`src/rtl/beat_pkg.sv`:
```
// Shared types and constants for the tempo beat generator.
package beat_pkg;

  typedef enum logic {
    STOPPED = 1'b0,
    RUNNING = 1'b1
  } beat_state_e;

  localparam int DEFAULT_PERIOD_C = 1000;
  localparam int DEFAULT_BPB_C    = 4;

  // Zero is never a legal period or bar length; it means "one".
  function automatic logic [31:0] clamp_to_one(input logic [31:0] v);
    return (v == 32'd0) ? 32'd1 : v;
  endfunction

endpackage

```
`src/rtl/beat_period_counter.sv`:
```
// Ticks-per-beat counter: counts qualified ticks, flags the terminal count
// and wraps to zero there.
module beat_period_counter #(
  parameter int W = 16
) (
  input  logic         clk,
  input  logic         rst,
  input  logic         adv,
  input  logic         clr,
  input  logic [W-1:0] limit,
  output logic         tc
);

  logic [W-1:0] q_q, q_d;

  assign tc = (q_q == limit - W'(1));

  always_comb begin
    q_d = q_q;
    if (clr)      q_d = '0;
    else if (adv) q_d = tc ? '0 : q_q + W'(1);
  end

  always_ff @(posedge clk or posedge rst) begin
    if (rst) q_q <= '0;
    else     q_q <= q_d;
  end

endmodule

```
`src/rtl/tempo_beat_generator.sv`:
```
// Tempo beat generator: start/stop FSM, deferred period handshake and bar
// tracking around beat_period_counter. Optional swing via TEMPO_SWING_EN.
module tempo_beat_generator
  import beat_pkg::*;
#(
  parameter int CNT_W          = 16,
  parameter int DEFAULT_PERIOD = DEFAULT_PERIOD_C,
  parameter int BAR_W          = 4,
  parameter int DEFAULT_BPB    = DEFAULT_BPB_C
) (
  input  logic             clk,
  input  logic             rst,
  input  logic             ci,
  input  logic             start,
  input  logic             stop,
  input  logic [CNT_W-1:0] period_in,
  input  logic             period_valid,
  output logic             period_ready,
  input  logic [BAR_W-1:0] beats_per_bar,
`ifdef TEMPO_SWING_EN
  input  logic             swing_on,
`endif
  output logic             co,
  output logic             bar_co,
  output logic [BAR_W-1:0] beat_idx,
  output logic             running
);

`ifdef TEMPO_SWING_EN
  localparam int QW = CNT_W + 1;
`else
  localparam int QW = CNT_W;
`endif

  beat_state_e      state_q, state_d;
  logic [CNT_W-1:0] period_q, period_d;
  logic [CNT_W-1:0] pend_q, pend_d;
  logic             pend_valid_q, pend_valid_d;
  logic [BAR_W-1:0] beat_idx_q, beat_idx_d;
  logic [BAR_W-1:0] bpb_q, bpb_d;

  logic [CNT_W-1:0] period_in_cl;
  logic [QW-1:0]    limit;
  logic             xfer, go, stop_load, tc, last_beat;

  assign running      = (state_q == RUNNING);
  assign period_ready = !pend_valid_q;
  assign xfer         = period_valid && period_ready;
  assign period_in_cl = CNT_W'(clamp_to_one(32'(period_in)));
  assign go           = (state_q == STOPPED) && start && !stop;
  assign last_beat    = (beat_idx_q == bpb_q - BAR_W'(1));
  assign co           = running && ci && tc;
  assign bar_co       = co && last_beat;
  assign beat_idx     = beat_idx_q;

`ifdef TEMPO_SWING_EN
  logic [QW-1:0] per_ext, quarter;
  assign per_ext = {1'b0, period_q};
  assign quarter = per_ext >> 2;
  // Even beats are stretched, odd beats shortened by a quarter period.
  assign limit   = !swing_on      ? per_ext :
                   beat_idx_q[0]  ? per_ext - quarter : per_ext + quarter;
`else
  assign limit   = period_q;
`endif

  beat_period_counter #(.W(QW)) u_cnt (
    .clk   (clk),
    .rst   (rst),
    .adv   (running && ci),
    .clr   (go || stop_load),
    .limit (limit),
    .tc    (tc)
  );

  always_comb begin
    state_d = state_q;
    case (state_q)
      STOPPED: if (start && !stop) state_d = RUNNING;
      RUNNING: if (stop)           state_d = STOPPED;
      default:                     state_d = STOPPED;
    endcase
  end

  // A transfer in the same cycle as a beat lands in pend and waits for the
  // following beat, because pend is only consumed from its old contents.
  always_comb begin
    period_d     = period_q;
    pend_d       = pend_q;
    pend_valid_d = pend_valid_q;
    stop_load    = 1'b0;
    if (running) begin
      if (co && pend_valid_q) begin
        period_d     = pend_q;
        pend_valid_d = 1'b0;
      end
      if (xfer) begin
        pend_d       = period_in_cl;
        pend_valid_d = 1'b1;
      end
    end else if (pend_valid_q) begin
      period_d     = pend_q;
      pend_valid_d = 1'b0;
      stop_load    = 1'b1;
    end else if (xfer) begin
      period_d  = period_in_cl;
      stop_load = 1'b1;
    end
  end

  always_comb begin
    beat_idx_d = beat_idx_q;
    bpb_d      = bpb_q;
    if (go) begin
      beat_idx_d = '0;
    end else if (co) begin
      if (last_beat) begin
        beat_idx_d = '0;
        bpb_d      = BAR_W'(clamp_to_one(32'(beats_per_bar)));
      end else begin
        beat_idx_d = beat_idx_q + BAR_W'(1);
      end
    end
  end

  always_ff @(posedge clk or posedge rst) begin
    if (rst) begin
      state_q      <= STOPPED;
      period_q     <= CNT_W'(DEFAULT_PERIOD);
      pend_q       <= '0;
      pend_valid_q <= 1'b0;
      beat_idx_q   <= '0;
      bpb_q        <= BAR_W'(DEFAULT_BPB);
    end else begin
      state_q      <= state_d;
      period_q     <= period_d;
      pend_q       <= pend_d;
      pend_valid_q <= pend_valid_d;
      beat_idx_q   <= beat_idx_d;
      bpb_q        <= bpb_d;
    end
  end

endmodule

```
`config.mk`:
```
export PLATFORM = sky130hd
export DESIGN_NAME = tempo_beat_generator
export DESIGN_NICKNAME = d
export VERILOG_FILES = /design/src/rtl/beat_pkg.sv /design/src/rtl/beat_period_counter.sv /design/src/rtl/tempo_beat_generator.sv
export SDC_FILE = /design/constraint.sdc
export NUM_CORES = 1
export LEC_CHECK = 0
export CAP_MARGIN = 10
export CORE_ASPECT_RATIO = 1.4
export CORE_MARGIN = 1
export CORE_UTILIZATION = 45
export DETAILED_ROUTE_END_ITERATION = 10
export PLACE_DENSITY = 0.68
export SYNTH_ARGS = -nofsm -noshare
export SYNTH_HDL_FRONTEND = slang
export SYNTH_SLANG_ARGS = --single-unit
```
`constraint.sdc`:
```
create_clock -name clk -period 3.21 [get_ports clk]
set_input_delay 0.642 -clock clk [delete_from_list [all_inputs] [get_ports clk]]
set_output_delay 0.642 -clock clk [all_outputs]
set_load 0.03 [all_outputs]
```
* Word level (Yosys, flattened, before mapping)
Cells that the tools add are included.
Storage, ports and cells: flip-flop bits (word level) 58, bits of input ports 26, output and inout bits 8, logic and storage cells 57
Cells by class: add/sub/neg operators 4, eq/ne operators 4, multiplexer cells 21, bitwise gates (word level) 2, reductions and logical operators 19
Operators with widths (number):
- 16-bit two-way mux | 8
- 16-bit by 1-bit adder with 16-bit output (second input constant) | 1
- 16-bit == test | 1
- 16-bit logical NOT | 1
- 4-bit two-way mux | 4
- 16-bit by 1-bit subtractor with 16-bit output (second input constant) | 1
- 1-bit logical AND | 8
- 1-bit two-way mux | 8
- 4-bit by 1-bit adder with 4-bit output (second input constant) | 1
- 4-bit == test | 1
- 4-bit logical NOT | 1
- 2-bit AND reduction | 2
- 2-bit nonzero test | 2
- 4-bit by 1-bit subtractor with 4-bit output (second input constant) | 1
- 3-bit by 1-bit inequality test with 1-bit output (second input constant) | 1
- 3-bit AND reduction | 1
- 3-bit nonzero test | 1
- 1-bit logical NOT | 2
- 2-bit by 1-bit inequality test with 1-bit output (second input constant) | 1
- 1-bit NOT | 2
- 1-bit one-hot mux with 2 select lines | 1
- 1-bit logical OR | 1

* Longest topological paths before layout
Gate-level depths: netlist of run 1.
depth in word-level cells 7, depth in mapped cells 11, gate-level depth less buffers 10

* Hierarchy
Synthesis of run 1 repeated with hierarchy kept, for this count alone.
Second synthesis, totals: cell total of the unflattened synthesis 343, area total of the unflattened synthesis 3499.6 µm²
By module, submodules not included:
- tempo_beat_generator | instances 1, cells each 165, area an instance 1954.4 µm², seq. area each 1059.8 µm²
- beat_period_counter | instances 1, cells each 178, area an instance 1545.2 µm², seq. area each 400.4 µm²

* Worst setup path after synthesis of run 1
OpenSTA, ideal clock, no wires.
path type reg2out, start point register period_q[0], in the netlist limit[0], end point output co, arrival time 2.568 ns, required time 2.568 ns, setup slack 0.000 ns, stages on the path, launching flop included 10, buffers on the path 1, path through dfrtp_1 inv_1 ha_1 nor4b_2 nand2_1 nor4b_1 a211oi_4 nor4b_4 and2_1 buf_2
Between the ends: word-level cells in the longest chain between the ends 3
RTL lines:
- start: declaration | line tempo_beat_generator.sv:36 | logic [CNT_W-1:0] period_q, period_d;
- start signal: assignment | line tempo_beat_generator.sv:129 | period_q <= CNT_W'(DEFAULT_PERIOD);
- start signal: assignment | line tempo_beat_generator.sv:136 | period_q <= period_d;
- 16-bit by 1-bit subtractor with 16-bit output | line beat_period_counter.sv:16 | assign tc = (q_q == limit - W'(1));
- 16-bit == test | line beat_period_counter.sv:16
- 1-bit logical AND | line tempo_beat_generator.sv:52 | assign co = running && ci && tc;
- end: declaration | line tempo_beat_generator.sv:23 | output logic co,
Every way passes these cells.

* Worst setup path in the final report of run 1
start point register period_q[1], in the netlist limit[1], end point output bar_co
Between the ends: word-level cells in the longest chain between the ends 4
RTL lines:
- 16-bit by 1-bit subtractor with 16-bit output | line beat_period_counter.sv:16
- 16-bit == test | line beat_period_counter.sv:16
- 1-bit logical AND | line tempo_beat_generator.sv:52
- 1-bit logical AND | line tempo_beat_generator.sv:53 | assign bar_co = co && last_beat;
- end: declaration | line tempo_beat_generator.sv:24 | output logic bar_co,
Every way passes these cells.

==> metrics.json, run 1 <==
{
  "total_count_of_hold_check_failures_in_the_final_report": 0,
  "worst_pin_slew_ns": 0.6245,
  "whs_endpoint": "pend_q[0]",
  "top_usage_layer": "met2",
  "max_cap_viol_count": 0,
  "post_synth_instance_area_um2": 3652,
  "initial_utilization_pct": 46.84,
  "tritoncts.num_buffers": 9,
  "power_density_nw_per_um2": 531.3,
  "multi_input_comb_area_um2": 2181,
  "rsz_0062_raised_after_global_routing": "true",
  "worstHoldPathType": "flop to flop",
  "n_antenna_cell": 0,
  "route.detailed.drc": 0,
  "cts_sinks": 58,
  "synth-warning-count": 0,
  "crit_fanout": 3,
  "yosysMostFrequentCell": "sky130_fd_sc_hd__dfrtp_1",
  "port_buffers": 33,
  "timing.clock.skew_ns": 0.01009,
  "utilization_pct": 58.58,
  "final_cells": 509,
  "post-place-cells": 485,
  "share_of_cells_above_drive_strength_1_pct": 30.81,
  "synth_largest_area_cell": "sky130_fd_sc_hd__dfrtp_1",
  "timing_worst_setup_path_type": "flop to output port",
  "via_count": 2862,
  "ys_seq_area_share_pct": 39.98,
  "viasPerCell": 5.623,
  "postPlaceCellArea_um2": 4156,
  "worst_hold_startpoint": "pend_q[0]",
  "finalHoldWorstSlack_ns": 0.4856,
  "reg2regPathDepth": 11,
  "netlist_instances": 354,
  "fraction_of_registers_with_async_set_or_reset_after_synthesis_pct": 100.0,
  "post_synth_most_frequent_cells": "sky130_fd_sc_hd__dfrtp_1, sky130_fd_sc_hd__mux2_2, sky130_fd_sc_hd__nand2_1",
  "area.growth.synth_to_final_pct": 25.08,
  "finalMaxSlewViolations": 0,
  "timing.critical_path.required_ns": 2.57,
  "synth.lib_cells_used.distinct": 60,
  "yosys.area.top_type_share_pct": 34.94,
  "globalRouteTotalUtil_pct": 20.40,
  "postSynthAreaPerCell_um2": 10.32,
  "worst_hold_path.num_cells": 2,
  "cts.hold.buffers_added": 0,
  "rows": 38,
  "drt_first_iter_violations": 181,
  "synth_edf_count": 0,
  "globalRoute.totalOverflow": 0,
  "worstReg2RegStart": "limit[8]",
  "gr_met1_demand_resource_pct": 22.81,
  "timing.setup.tns_ns": -0.3941,
  "wl_mm": 8.036,
  "grtUsageMet2_pct": 36.09,
  "endpoints_failing_setup": 2,
  "layout_setup_ws_ns": -0.2111,
  "floorplan.die_area_um2": 8486,
  "total_leakage_power_nw": 1.875,
  "antenna_found_initial": 0,
  "layout.nets": 434,
  "total_area_of_sequential_cells_um2": 1460,
  "final_antenna_net_count": 0,
  "irDropWorstVdd_mv": 0.3140,
  "top_level_ports": 34,
  "core_area_um2": 7797,
  "timing.final.crit_period_ns": 3.421,
  "cts_tree": "done",
  "violations": "setup timing",
  "post-route-period-util_pct": 106.6,
  "timing.reg2reg.setup_slack_ns": 0.05,
  "drt_pass1_iterations": 4,
  "htree_num_levels": 3,
  "clock_insertion_delay_worst_skew_ns": 0.35,
  "die_height_um": 108.6,
  "cts_buffer_depth": 2,
  "regToRegEndpoint": "u_cnt.q_q[7]",
  "root_buffer": "sky130_fd_sc_hd__clkbuf_8",
  "dieWidth_um": 78.14,
  "yosys_reg_bits": 58,
  "worst_ep_arrival_time_ns": 2.78,
  "clkSlewWorstSetupHoldPaths_ns": 0.06,
  "worstSetupStartpointType": "flop",
  "gr_layer_usage_met3_pct": 3.966,
  "run_status": "finished with violations",
  "via_count_of_the_first_global_routing_pass": 2894,
  "grt_pass1_wl_mm": 13.38,
  "syn_nets": 384,
  "routedWlPerCell_um": 15.79,
  "finalWeightedCongestion": 0.8541,
  "final_area_um2": 4568,
  "synth_area_leaders": "sky130_fd_sc_hd__dfrtp_1, sky130_fd_sc_hd__mux2_2, sky130_fd_sc_hd__dfstp_2",
  "grt_start_max_net_pins": 33,
  "synthFlopType": "sky130_fd_sc_hd__dfrtp_1",
  "hpwlAfterDp_mm": 5.724,
  "max_slew_margin_pct": 58.30,
  "max_freq_mhz": 292.3,
  "critical_path.endpoint_type": "output port",
  "fillers": 675
}
## logic make-up after synthesis
group | Yosys count | synth area share (%)
AND/OR/NAND/NOR | 125 | 19.32
AO/OA/AOI/OAI | 62 | 12.54
flip-flops | 58 | 39.98
multiplexers | 53 | 17.20
buffers and inverters | 27 | 3.597
XOR/XNOR | 25 | 5.995
adder cells (fa/ha/maj) | 4 | 1.370
## placed cells by master, fill, tap and decap left out, types with 3 or more instances in the layout
cell and count:
sky130_fd_sc_hd__a21oi_1 7, sky130_fd_sc_hd__xor2_1 13, sky130_fd_sc_hd__and2_1 3, sky130_fd_sc_hd__nor3_1 5, sky130_fd_sc_hd__mux2i_1 8, sky130_fd_sc_hd__nor4_1 5, sky130_fd_sc_hd__nor4_2 3, sky130_fd_sc_hd__inv_2 3
sky130_fd_sc_hd__dfrtp_1 51, sky130_fd_sc_hd__a211oi_1 6, sky130_fd_sc_hd__nand2_1 31, sky130_fd_sc_hd__nand4_1 4, sky130_fd_sc_hd__clkdlybuf4s50_1 31, sky130_fd_sc_hd__a31oi_1 3, sky130_fd_sc_hd__nand3_1 18, sky130_fd_sc_hd__o21ai_0 13
sky130_fd_sc_hd__buf_4 20, sky130_fd_sc_hd__nand2b_1 9, sky130_fd_sc_hd__clkbuf_8 12, sky130_fd_sc_hd__mux2_4 11, sky130_fd_sc_hd__dfstp_2 7, sky130_fd_sc_hd__nand3b_1 4, sky130_fd_sc_hd__inv_1 8, sky130_fd_sc_hd__a21o_1 5
sky130_fd_sc_hd__xnor2_1 12, sky130_fd_sc_hd__nor2_1 16, sky130_fd_sc_hd__o211ai_1 3, sky130_fd_sc_hd__ha_1 3, sky130_fd_sc_hd__mux2_2 34, sky130_fd_sc_hd__a2bb2oi_1 5, sky130_fd_sc_hd__or2_2 4
## timing repair
action	4_1_cts	5_1_grt
gates cloned	0	0
pin swaps	6	0
setup buffers	8	0
setup endpoints to repair	2	12
gates resized for setup	17	7
## per-layer routing
metal	part of all wire [%]	routed length (µm)
met1	42	3340
met2	53	4238
met3	2.7	220
met4	2.9	236
met5	0	0
## metrics by stage
| stage | worst slack [ns] | power [mW] |
|---|---|---|
| final | -0.2111 | 2.427 |
| after floorplan | 0.05304 | 1.376 |
| after global placement | 0.07370 | 1.531 |
| after CTS | -0.1852 | 2.418 |
| after global routing | -0.3008 | 2.541 |
| after detailed placement | 0.006738 | 1.551 |
## worst max-delay path by stage
| stage | startpoint | to | slack [ns] | cells past startpoint |
|---|---|---|---|---|
| after CTS | limit[7] | bar_co | -0.19 | 8 |
| after floorplan | limit[0] | co | 0.05 | 9 |
| after detailed placement | limit[1] | bar_co | 0.007 | 10 |
| after global placement | limit[0] | bar_co | 0.07 | 10 |
| final | limit[1] | bar_co | -0.21 | 9 |
| after global routing | limit[1] | co | -0.30 | 10 |
## critical path, cell delays in order, from the launching register on
cell,delay [ns]
sky130_fd_sc_hd__dfrtp_1,0.39
sky130_fd_sc_hd__inv_2,0.09
sky130_fd_sc_hd__ha_4,0.14
sky130_fd_sc_hd__or4b_4,0.47
sky130_fd_sc_hd__or3_4,0.36
sky130_fd_sc_hd__o21ai_2,0.15
sky130_fd_sc_hd__o21ai_2,0.11
sky130_fd_sc_hd__nor4b_4,0.34
sky130_fd_sc_hd__and3_4,0.24
sky130_fd_sc_hd__buf_6,0.13
## registers in the layout (all words and copies together), names as in the netlist
register / cells
limit: 16
pend_q: 16
u_cnt.q_q: 16
beat_idx: 4
bpb_q: 4
pend_valid_q: 1
running: 1
## layout make-up
cell class	count	share of cell area [%]
inverters	11	0.9039
repair buffers	55	11.45
multi-input cells	269	47.74
clock buffers	12	3.615
flip-flops and latches	58	31.96
clock inverters	4	1.589
well taps	100	2.739
## power by group
part	total, mW	switching [mW]	internal (mW)
sequential	0.987	0.132	0.855
clock	0.802	0.303	0.499
combinational	0.638	0.291	0.346
total	2.43	0.727	1.70
Power figures use the tool's default switching activity.
==> run 2, diff against run 1 <==
--- a/config.mk
+++ b/config.mk
@@ -8,9 +8,8 @@
 export CAP_MARGIN = 10
 export CORE_ASPECT_RATIO = 1.4
 export CORE_MARGIN = 1
-export CORE_UTILIZATION = 45
+export CORE_UTILIZATION = 30
 export DETAILED_ROUTE_END_ITERATION = 10
-export PLACE_DENSITY = 0.68
 export SYNTH_ARGS = -nofsm -noshare
 export SYNTH_HDL_FRONTEND = slang
 export SYNTH_SLANG_ARGS = --single-unit
==> constraint.sdc (replaced) <==
create_clock -name clk -period 3.21 [get_ports clk]
set_input_delay 0.4815 -clock clk [delete_from_list [all_inputs] [get_ports clk]]
set_output_delay 0.4815 -clock clk [all_outputs]
set_load 0.03 [all_outputs]
==> run 2 against run 1 <==
Against the previous run:
- the run now ends clean
- fmax is 6.7% higher
- final cell count is 9.0% higher
- global-route usage is 6.2 points lower
- combinational power is 3.4% higher
- critical path type unchanged
- highest routed layer unchanged
==> metrics.json, run 2 (synthesized netlist as in run 1, its figures left out) <==
{
  "drt_first_iter_violations": 114,
  "routedWlPerCell_um": 14.49,
  "globalRoute.totalOverflow": 0,
  "dieWidth_um": 95.25,
  "rows": 47,
  "dpl_worst_slack_ns": 0.06978,
  "top_level_ports": 34,
  "route.detailed.drc": 0,
  "power_density_nw_per_um2": 547.2,
  "final_cells": 555,
  "viasPerCell": 5.083,
  "worst_path_max_delay_cell": "sky130_fd_sc_hd__or4_4",
  "antenna_found_initial": 0,
  "area.growth.synth_to_final_pct": 28.33,
  "timing.clock.skew_ns": 0.009759,
  "wl_mm": 8.040,
  "worst_hold_path.num_cells": 2,
  "timing.critical_path.required_ns": 2.73,
  "core_area_um2": 11820,
  "final_antenna_net_count": 0,
  "clock_insertion_delay_worst_skew_ns": 0.33,
  "root_buffer": "sky130_fd_sc_hd__clkbuf_16",
  "finalMaxSlewViolations": 0,
  "share_of_cells_above_drive_strength_1_pct": 30.15,
  "whs_endpoint": "pend_q[0]",
  "reg2regPathDepth": 12,
  "dominant_delay_contributor_by_cell_family_on_the_critical_path": "simple AND/OR/NAND/NOR gates",
  "clkSlewWorstSetupHoldPaths_ns": 0.05,
  "total_count_of_hold_check_failures_in_the_final_report": 0,
  "worstReg2RegStart": "limit[1]",
  "worst_pin_slew_ns": 0.8293,
  "post-route-period-util_pct": 99.89,
  "cts_tree": "done",
  "timing.critical_path.buf_inv": 1,
  "endpoints_failing_setup": 0,
  "finalWeightedCongestion": 0.8106,
  "worstHoldPathType": "flop to flop",
  "worstSetupStartpointType": "flop",
  "grt_start_max_net_pins": 33,
  "htree_num_levels": 3,
  "max_freq_mhz": 311.9,
  "cts_buffer_depth": 2,
  "floorplan.die_area_um2": 12630,
  "drt_pass1_iterations": 4,
  "max_cap_viol_count": 0,
  "n_antenna_cell": 0,
  "worst_hold_startpoint": "pend_q[0]",
  "layout_setup_ws_ns": 0.003459,
  "worst_ep_arrival_time_ns": 2.73,
  "power.total_mw": 2.565,
  "layout.nets": 433,
  "max_slew_margin_pct": 44.56,
  "timing_worst_setup_path_type": "flop to output port",
  "regToRegEndpoint": "limit[2]",
  "grt_pass1_wl_mm": 13.88,
  "port_buffers": 33,
  "via_count_of_the_first_global_routing_pass": 2877,
  "biggest_cell_delay_along_the_critical_path_ns": 0.55,
  "path_cells": "or4_4 -> nor3_4 -> nand4_4 -> mux2_4 -> a211o_4 -> nor4b_4 -> and3_4 -> buf_6",
  "critical_path.endpoint_type": "output port",
  "commonest_non_fill_non_tap_cells_in_the_layout": "sky130_fd_sc_hd__dfrtp_1, sky130_fd_sc_hd__mux2_2, sky130_fd_sc_hd__nand2_1, sky130_fd_sc_hd__clkdlybuf4s50_1, sky130_fd_sc_hd__buf_4",
  "initial_utilization_pct": 30.90,
  "timing.reg2reg.setup_slack_ns": 0.16,
  "die_height_um": 132.6,
  "globalRouteTotalUtil_pct": 14.21,
  "hpwlAfterDp_mm": 5.933,
  "run_status": "complete, no violations",
  "post-place-cells": 531,
  "total_leakage_power_nw": 1.893,
  "crit_fanout": 3,
  "tritoncts.num_buffers": 9,
  "final_common_cell": "sky130_fd_sc_hd__dfrtp_1",
  "irDropWorstVdd_mv": 0.3050,
  "timing.final.crit_period_ns": 3.207,
  "via_count": 2821,
  "cts_sinks": 58,
  "rsz_0062_raised_after_global_routing": "true"
}
[run 2: repair_timing]
item	CTS	global route
hold buffers	0	0
pin swaps	7	8
resized for setup	14	12
endpoints found under the hold margin	0	0
endpoints found under the setup margin	2	7
buffers inserted	5	3
[run 2: metal layers]
metal | vias to the layer above | GRT usage, % | share of wire [%]
met5 | - | 0 | 0
met4 | 0 | 6.650 | 2.1
met3 | 11 | 2.931 | 2.3
met2 | 38 | 24.52 | 53
met1 | 1377 | 16.40 | 43
li1 | 1395 | - | -
[run 2: worst register-to-register path: cells and delay by family (launching register included)]
| kind | cells | cell delay [ns] |
|---|---|---|
| flops | 1 | 0.40 |
| buf+inv | 3 | 0.43 |
| mux | 1 | 0.35 |
| simple gates | 3 | 0.89 |
| fa+ha+maj | 1 | 0.15 |
| compound gates | 4 | 0.72 |
[run 2: through the flow]
step	TNS [ns]	hold WS, ns	instance area (µm²)	utilization [%]
floorplan	0	0.4447	3652	-
global placement	0	0.4589	4202	35.55
detailed placement	0	0.4703	4202	35.55
CTS	-0.1204	0.4815	4594	38.87
global route	-0.1966	0.5054	4687	39.65
finish	0	0.4810	4687	39.65
[run 2: cell type report]
class                      instances  area, µm²
multi-input combinational        269       2200
timing repair buffer              54      515.5
clock inverter                     6      57.56
tap                              147      183.9
clock buffer                      10      229.0
inverter                          11      41.29
fill                            1140       7133
sequential                        58       1460
[run 2: how the worst max path moves through the flow]
stage,end,start,slack [ns],depth (start not counted)
floorplan,co,limit[0],0.16,9
global placement,bar_co,limit[1],0.19,10
detailed placement,u_cnt.q_q[4],limit[1],0.07,11
CTS,bar_co,limit[8],-0.08,8
global route,bar_co,limit[1],-0.13,10
finish,bar_co,limit[7],0.003,8
[run 2: report_power, final]
group	leakage, nW	internal, mW	switching, mW
Sequential	0.722	0.856	0.119
Combinational	1.03	0.351	0.308
Clock	0.142	0.594	0.336
